===== src/rtl/fetch_decode.sv =====
// Front end of the 9-bit-instruction core: PC, one-deep decode register,
// field split, branch/halt resolution with a one-bubble flush on taken BNZ.
module fetch_decode #(
  parameter int PW = 10,
  parameter int IW = 9
) (
  input  logic          clk,
  input  logic          rst_n,
  input  logic          start,
  input  logic          stall,
  output logic [PW-1:0] imem_addr,
  input  logic [IW-1:0] imem_data,
  input  logic          zero_flag,
  input  logic [PW-1:0] br_target,
  output logic [2:0]    opcode,
  output logic [2:0]    rd,
  output logic [2:0]    rs,
  output logic [2:0]    imm_code,
  output logic          imm_en,
  output logic [2:0]    lut_idx,
  output logic          instr_valid,
  output logic          running,
  output logic          done
);

  typedef enum logic [1:0] {
    S_IDLE = 2'd0,
    S_RUN  = 2'd1,
    S_DONE = 2'd2
  } state_e;

  localparam logic [2:0] OP_LDI = 3'b101;
  localparam logic [2:0] OP_BNZ = 3'b110;

  state_e        state_q, state_d;
  logic [PW-1:0] pc_q, pc_d;
  logic [IW-1:0] ir_q, ir_d;
  logic          valid_q, valid_d;
  logic          done_q, done_d;
  logic          is_halt, is_taken;

  // A flushed (invalid) halt or branch must never act, so both qualify on valid_q.
  assign is_halt  = valid_q && (ir_q == {IW{1'b1}});
  assign is_taken = valid_q && !stall && (ir_q[8:6] == OP_BNZ) && !zero_flag;

  always_comb begin
    state_d = state_q;
    pc_d    = pc_q;
    ir_d    = ir_q;
    valid_d = valid_q;
    done_d  = done_q;
    unique case (state_q)
      S_IDLE, S_DONE: begin
        if (start) begin
          state_d = S_RUN;
          pc_d    = '0;
          valid_d = 1'b0;
          done_d  = 1'b0;
        end
      end
      S_RUN: begin
        if (is_halt) begin
          state_d = S_DONE;
          valid_d = 1'b0;
          done_d  = 1'b1;
        end else if (is_taken) begin
          pc_d    = br_target;
          valid_d = 1'b0;
        end else if (!stall) begin
          ir_d    = imem_data;
          valid_d = 1'b1;
          pc_d    = pc_q + {{(PW-1){1'b0}}, 1'b1};
        end
      end
      default: begin
        state_d = S_IDLE;
      end
    endcase
  end

  always_ff @(posedge clk or negedge rst_n) begin
    if (!rst_n) begin
      state_q <= S_IDLE;
      pc_q    <= '0;
      ir_q    <= '0;
      valid_q <= 1'b0;
      done_q  <= 1'b0;
    end else begin
      state_q <= state_d;
      pc_q    <= pc_d;
      ir_q    <= ir_d;
      valid_q <= valid_d;
      done_q  <= done_d;
    end
  end

  assign imem_addr   = pc_q;
  assign opcode      = ir_q[8:6];
  assign rd          = ir_q[5:3];
  assign rs          = ir_q[2:0];
  assign imm_code    = ir_q[2:0];
  assign lut_idx     = ir_q[2:0];
  assign imm_en      = valid_q && (ir_q[8:6] == OP_LDI);
  assign instr_valid = valid_q;
  assign running     = (state_q == S_RUN);
  assign done        = done_q;

endmodule


===== config.mk =====
export PLATFORM = sky130hd
export DESIGN_NAME = fetch_decode
export DESIGN_NICKNAME = d
export VERILOG_FILES = /design/src/rtl/fetch_decode.sv
export SDC_FILE = /design/constraint.sdc
export NUM_CORES = 1
export LEC_CHECK = 0
export ABC_CLOCK_PERIOD_IN_PS = 5400
export BUFFER_PORTS_ARGS = -buffer_cell sky130_fd_sc_hd__buf_2
export CAP_MARGIN = 20
export CORE_MARGIN = 8
export CORE_UTILIZATION = 51
export CTS_BUF_LIST = sky130_fd_sc_hd__clkbuf_16
export CTS_CLUSTER_SIZE = 12
export DETAILED_ROUTE_END_ITERATION = 8
export GPL_ROUTABILITY_DRIVEN = 1
export PLACE_DENSITY = 0.84
export SLEW_MARGIN = 10
export SYNTH_ARGS = -nofsm -noshare
export SYNTH_HDL_FRONTEND = slang
export SYNTH_SLANG_ARGS = --single-unit

===== constraint.sdc =====
create_clock -name clk -period 5.4 [get_ports clk]
set_clock_uncertainty 0.2 [all_clocks]
set_input_delay 0.27 -clock clk [delete_from_list [all_inputs] [get_ports clk]]
set_output_delay 0.27 -clock clk [all_outputs]
set_load 0.005 [all_outputs]

; Word level (Yosys, flattened, before mapping)
; Index checks and enable logic that the tools add are counted.
[word_totals]
in_bits = 24
ff_bits = 23
output_inout_bits = 29
elab_cells = 49
[classes]
n_reduce_logical = 15
addsub = 1
n_mux = 15
bitwise = 3
n_eq_ne = 10
[op_table]
columns = operator, count
row1 = $mux 10, 4
row2 = $pmux 10 s2, 1
row3 = $add 10x1->10 const B, 1
row4 = $eq 9x9->1 const B, 1
row5 = $reduce_and 4->1, 2
row6 = $eq 3x3->1 const B, 2
row7 = $reduce_and 3->1, 2
row8 = $logic_and 1x1->1, 5
row9 = $mux 1, 5
row10 = $mux 2, 2
row11 = $ne 2x2->1 const B, 2
row12 = $ne 4x2->1 const B, 1
row13 = $pmux 1 s2, 2
row14 = $pmux 2 s2, 1
row15 = $ne 3x2->1 const B, 1
row16 = $not 1->1, 3
row17 = $eq 2x1->1 const B, 1
row18 = $eq 2x2->1 const B, 1
row19 = $logic_not 1->1, 2
row20 = $logic_not 2->1, 1
row21 = $ne 2x1->1 const B, 1
row22 = $reduce_and 2->1, 1
row23 = $reduce_bool 2->1, 1
row24 = $reduce_or 2->1, 1

; Longest topological paths before layout
[depth]
depth_word = 7
depth_mapped = 8

; Least setup slack after synthesis
; Ideal clock, no wire load.
[synth_path]
path_type = register to register
startpoint = reg state_q[1]
endpoint = reg ir_q[0]
arrival_ps = 1409
synth_period_minus_slack_ps = 1734
setup_time_ps = 125
stages_incl_launch_ff = 8
path_slack_ps = 3666
path_cell_list = dfrtp_1 -> nand2b_1 -> buf_6 -> clkinv_8 -> nand2b_4 -> nor3_2 -> buf_6 -> mux2_4
[synth_via]
elab_chain_len = 2
[synth_lines]
columns = element, line
row1 = "start, declared", 35  ; state_e state_q, state_d;
row2 = "start signal, assigned", 89  ; state_q <= state_d;
row3 = $eq 2x1->1, -
row4 = net running, 22  ; output logic running,
row5 = $reduce_and 4->1 (no source line), -
row6 = "end signal, assigned", 91  ; ir_q <= ir_d;
row7 = "end, declared", 37  ; logic [IW-1:0] ir_q, ir_d;
; The timed path passes the listed nets, and every way through them passes these cells.
; A chain may end at the register's enable or synchronous reset.

; Worst setup path after layout
[layout_path]
startpoint = reg ir_q[7]
endpoint = reg ir_q[8]
[layout_via]
elab_chain_len = 5
word_cells_on_any_way = 8
classes_between = 2 x eq/ne / 2 x bitwise / 4 x reduce/logical
[layout_lines]
columns = element, line
row1 = $eq 3x3->1, 44  ; assign is_taken = valid_q && !stall && (ir_q[8:6] == OP_BNZ) && !zero_flag;
row2 = $logic_and 1x1->1 (2 in a row), 44
row3 = $not 1->1 (no source line), -
row4 = $reduce_and 4->1 (no source line) *, -
; Every way passes the cells marked *; elsewhere a longest branch is shown, timed or not.

==> results_dict.tcl <==
set metrics [dict create \
    status "finished, final reports clean" \
    die_y_um 66.9 \
    worstPathArrival_ns 2.31 \
    antenna_found_initial 0 \
    cts_buffer_depth 2 \
    drive_gt1_frac 0.444 \
    crit_chain "nand4b_1 -> nor3_4 -> nor3_2 -> buf_4 -> mux2_4" \
    cp-start-kind "register" \
    async_reset_ff_frac 1.00 \
    core_area_um2 2480 \
    critPathMaxStageDelay_ns 0.73 \
    r2r_start "ir_q[7]" \
    hp-class "input pin to register" \
    grt_usage 0.164 \
    synthTopCellsByArea "dfrtp_1 (44%), mux2_4 (9.1%), buf_4 (4.5%)" \
    clkLatencyLatePin_ns 0.26 \
    gp_congestion 0.805 \
    yosysWarningCount 0 \
    critPathKind "register to register" \
    dpl_cell_area_um2 1530 \
    peakVddDrop_mv 0.255 \
    drcViolationCount 0 \
    fin_ws_ns 3.04 \
    cts.sinks 23 \
    path_max_fanout 26 \
    viasPerCell 5.66 \
    numCtsBuffers 3 \
    synthesis.nets 149 \
    htreeDepth 1 \
    yosysSeqAreaShare 0.435 \
    grt_max_degree 27 \
    hold_start "imem_data[2]" \
    synth_top_area_cell "dfrtp_1" \
    critPathTopFamily "simple AND/OR/NAND/NOR gates" \
    num_io_pins 53 \
    final_max_slew_viol_count 0 \
    synth-edff-count 0 \
    pwr_density_cell_nw_per_um2 411 \
    ys_ff_latch 23 \
    final_cell_mix "buf_2 (52), dfrtp_1 (23), nand2_1 (9), a21oi_1 (9), mux2_4 (8)" \
    syn_area_um2 1320 \
    rsz0062_at_grt "false" \
    wl_um 3420 \
    grt_pass1_wl_um 5640 \
    dp_hpwl_um 2610 \
    dp_cells 195 \
    cpMaxStageDelayCell "nor3_4" \
    via_count 1137 \
    port-buffer-count 52 \
    final_common_cell "buf_2" \
    setup_viol 0 \
    start_util 0.534 \
    post-cts-setup-buffers 0 \
    syn_inst 124 \
    min_period_ns 2.36 \
    fin_cells 201 \
    dp_slack_ns 2.95 \
    power_mw 0.667 \
    path_buf_inv 1 \
    max_slew_margin 0.386 \
    synth_ff_type "dfrtp_1" \
    holdWs_ns 0.0367 \
    die_area_um2 4480 \
    synth.distinct_cells 37 \
    die_w_um 66.9 \
    period_share 0.438 \
    overflow 0 \
    cts_tree "done" \
    row_count 18 \
    hold_viol 0 \
    syn_to_final_growth_pct 22.8 \
    max_cap_violations 0 \
    fin_nets 197 \
    dr.pass1.iters 6 \
    cts-root-buf "clkbuf_16" \
    final_area_um2 1620 \
    crit_start "ir_q[7]" \
    final_util 0.656 \
    ant_nets 0 \
    syn_area_per_cell_um2 10.7 \
    fmax_mhz 423 \
    tightest_slew_ns 0.918 \
    diodes 0 \
    p_leak_nw 0.763 \
    fin_tns_setup_ns 0 \
    wl_per_cell_um 17.0 \
    grt_pass1_vias 1213 \
    dr.first_iter.drc_count 57 \
    cp.required_ns 5.35 \
    crit_path_end_kind "register" \
    post-synth-top-area-fraction 0.435 \
    path_clk_slew_ns 0.06 \
]
==> path summary, 6_finish.rpt <==
path / end / depth (start not counted) / slack (ns)
setup / recovery: ir_q[8] / 5 / 3.04
hold / removal: ir_q[2] / 2 / 0.04
setup reg to reg: ir_q[8] / 5 / 3.04
hold reg to reg: state_q[1] / 2 / 0.30
max in group asynchronous: instr_valid / 2 / 4.34
min in group asynchronous: ir_q[4] / 2 / 0.32
==> cell usage after synthesis (2+ instances only) <==
cell type and instances:
inv_1 5, nand2b_1 2, buf_6 3, mux2_4 8, nor3_1 3, o21ai_0 5
nand4_1 2, o31ai_1 3, nor3_2 2, o31a_1 2, nand3_1 5, dfrtp_1 23
nand2_1 9, a21oi_1 9, buf_4 8, nor2_1 6, a22oi_1 2, o22ai_1 5
or3_1 2, o2bb2ai_1 3
==> sequential cells by signal, summed over array words and instances, names as in the netlist <==
register / cells
done: 1
ir_q: 9
instr_valid: 1
imem_addr: 10
state_q: 2
==> layer usage <==
metal / share of wire / track usage
met1: 0.39 / 0.176
met2: 0.54 / 0.284
met3: 0.049 / 0.0487
met4: 0.021 / 0.0836
met5: 0 / 0
==> where the power goes <==
group          switching (mW)  internal (mW)  leakage (nW)
clock network          0.0629         0.0998        0.0409
registers              0.0600          0.221         0.286
logic                   0.106          0.118         0.437
==> final cells by class <==
class | instances | area, um^2
clock buffer | 3 | 75.1
clock inverter | 1 | 5.00
fill | 212 | 853
inverter | 6 | 35.0
multi-input combinational | 84 | 618
sequential | 23 | 576
tap | 30 | 37.5
timing repair buffer | 54 | 278
==> worst reg2reg max path, cell delays in order (launching register included) <==
cell,delay (ns)
dfrtp_1,0.42
nand4b_1,0.17
nor3_4,0.73
nor3_2,0.18
buf_4,0.25
mux2_4,0.31
==> cells by family (layout without fill, tap and decap cells) <==
family,after synthesis,in the layout,synth area share
DFF,23,23,0.435
AOI/OAI and AO/OA,34,34,0.175
muxes,10,10,0.107
adders and majority gates,1,1,0.00946
and+or+nand+nor,39,39,0.176
buffers and inverters,17,64,0.0975
==> what timing repair did <==
action                    in CTS  in global routing
hold endpoints to repair      23                  0
resized for setup              0                  0
hold buffers                   1                  0
Note: power is estimated with default switching activity, not from simulation.
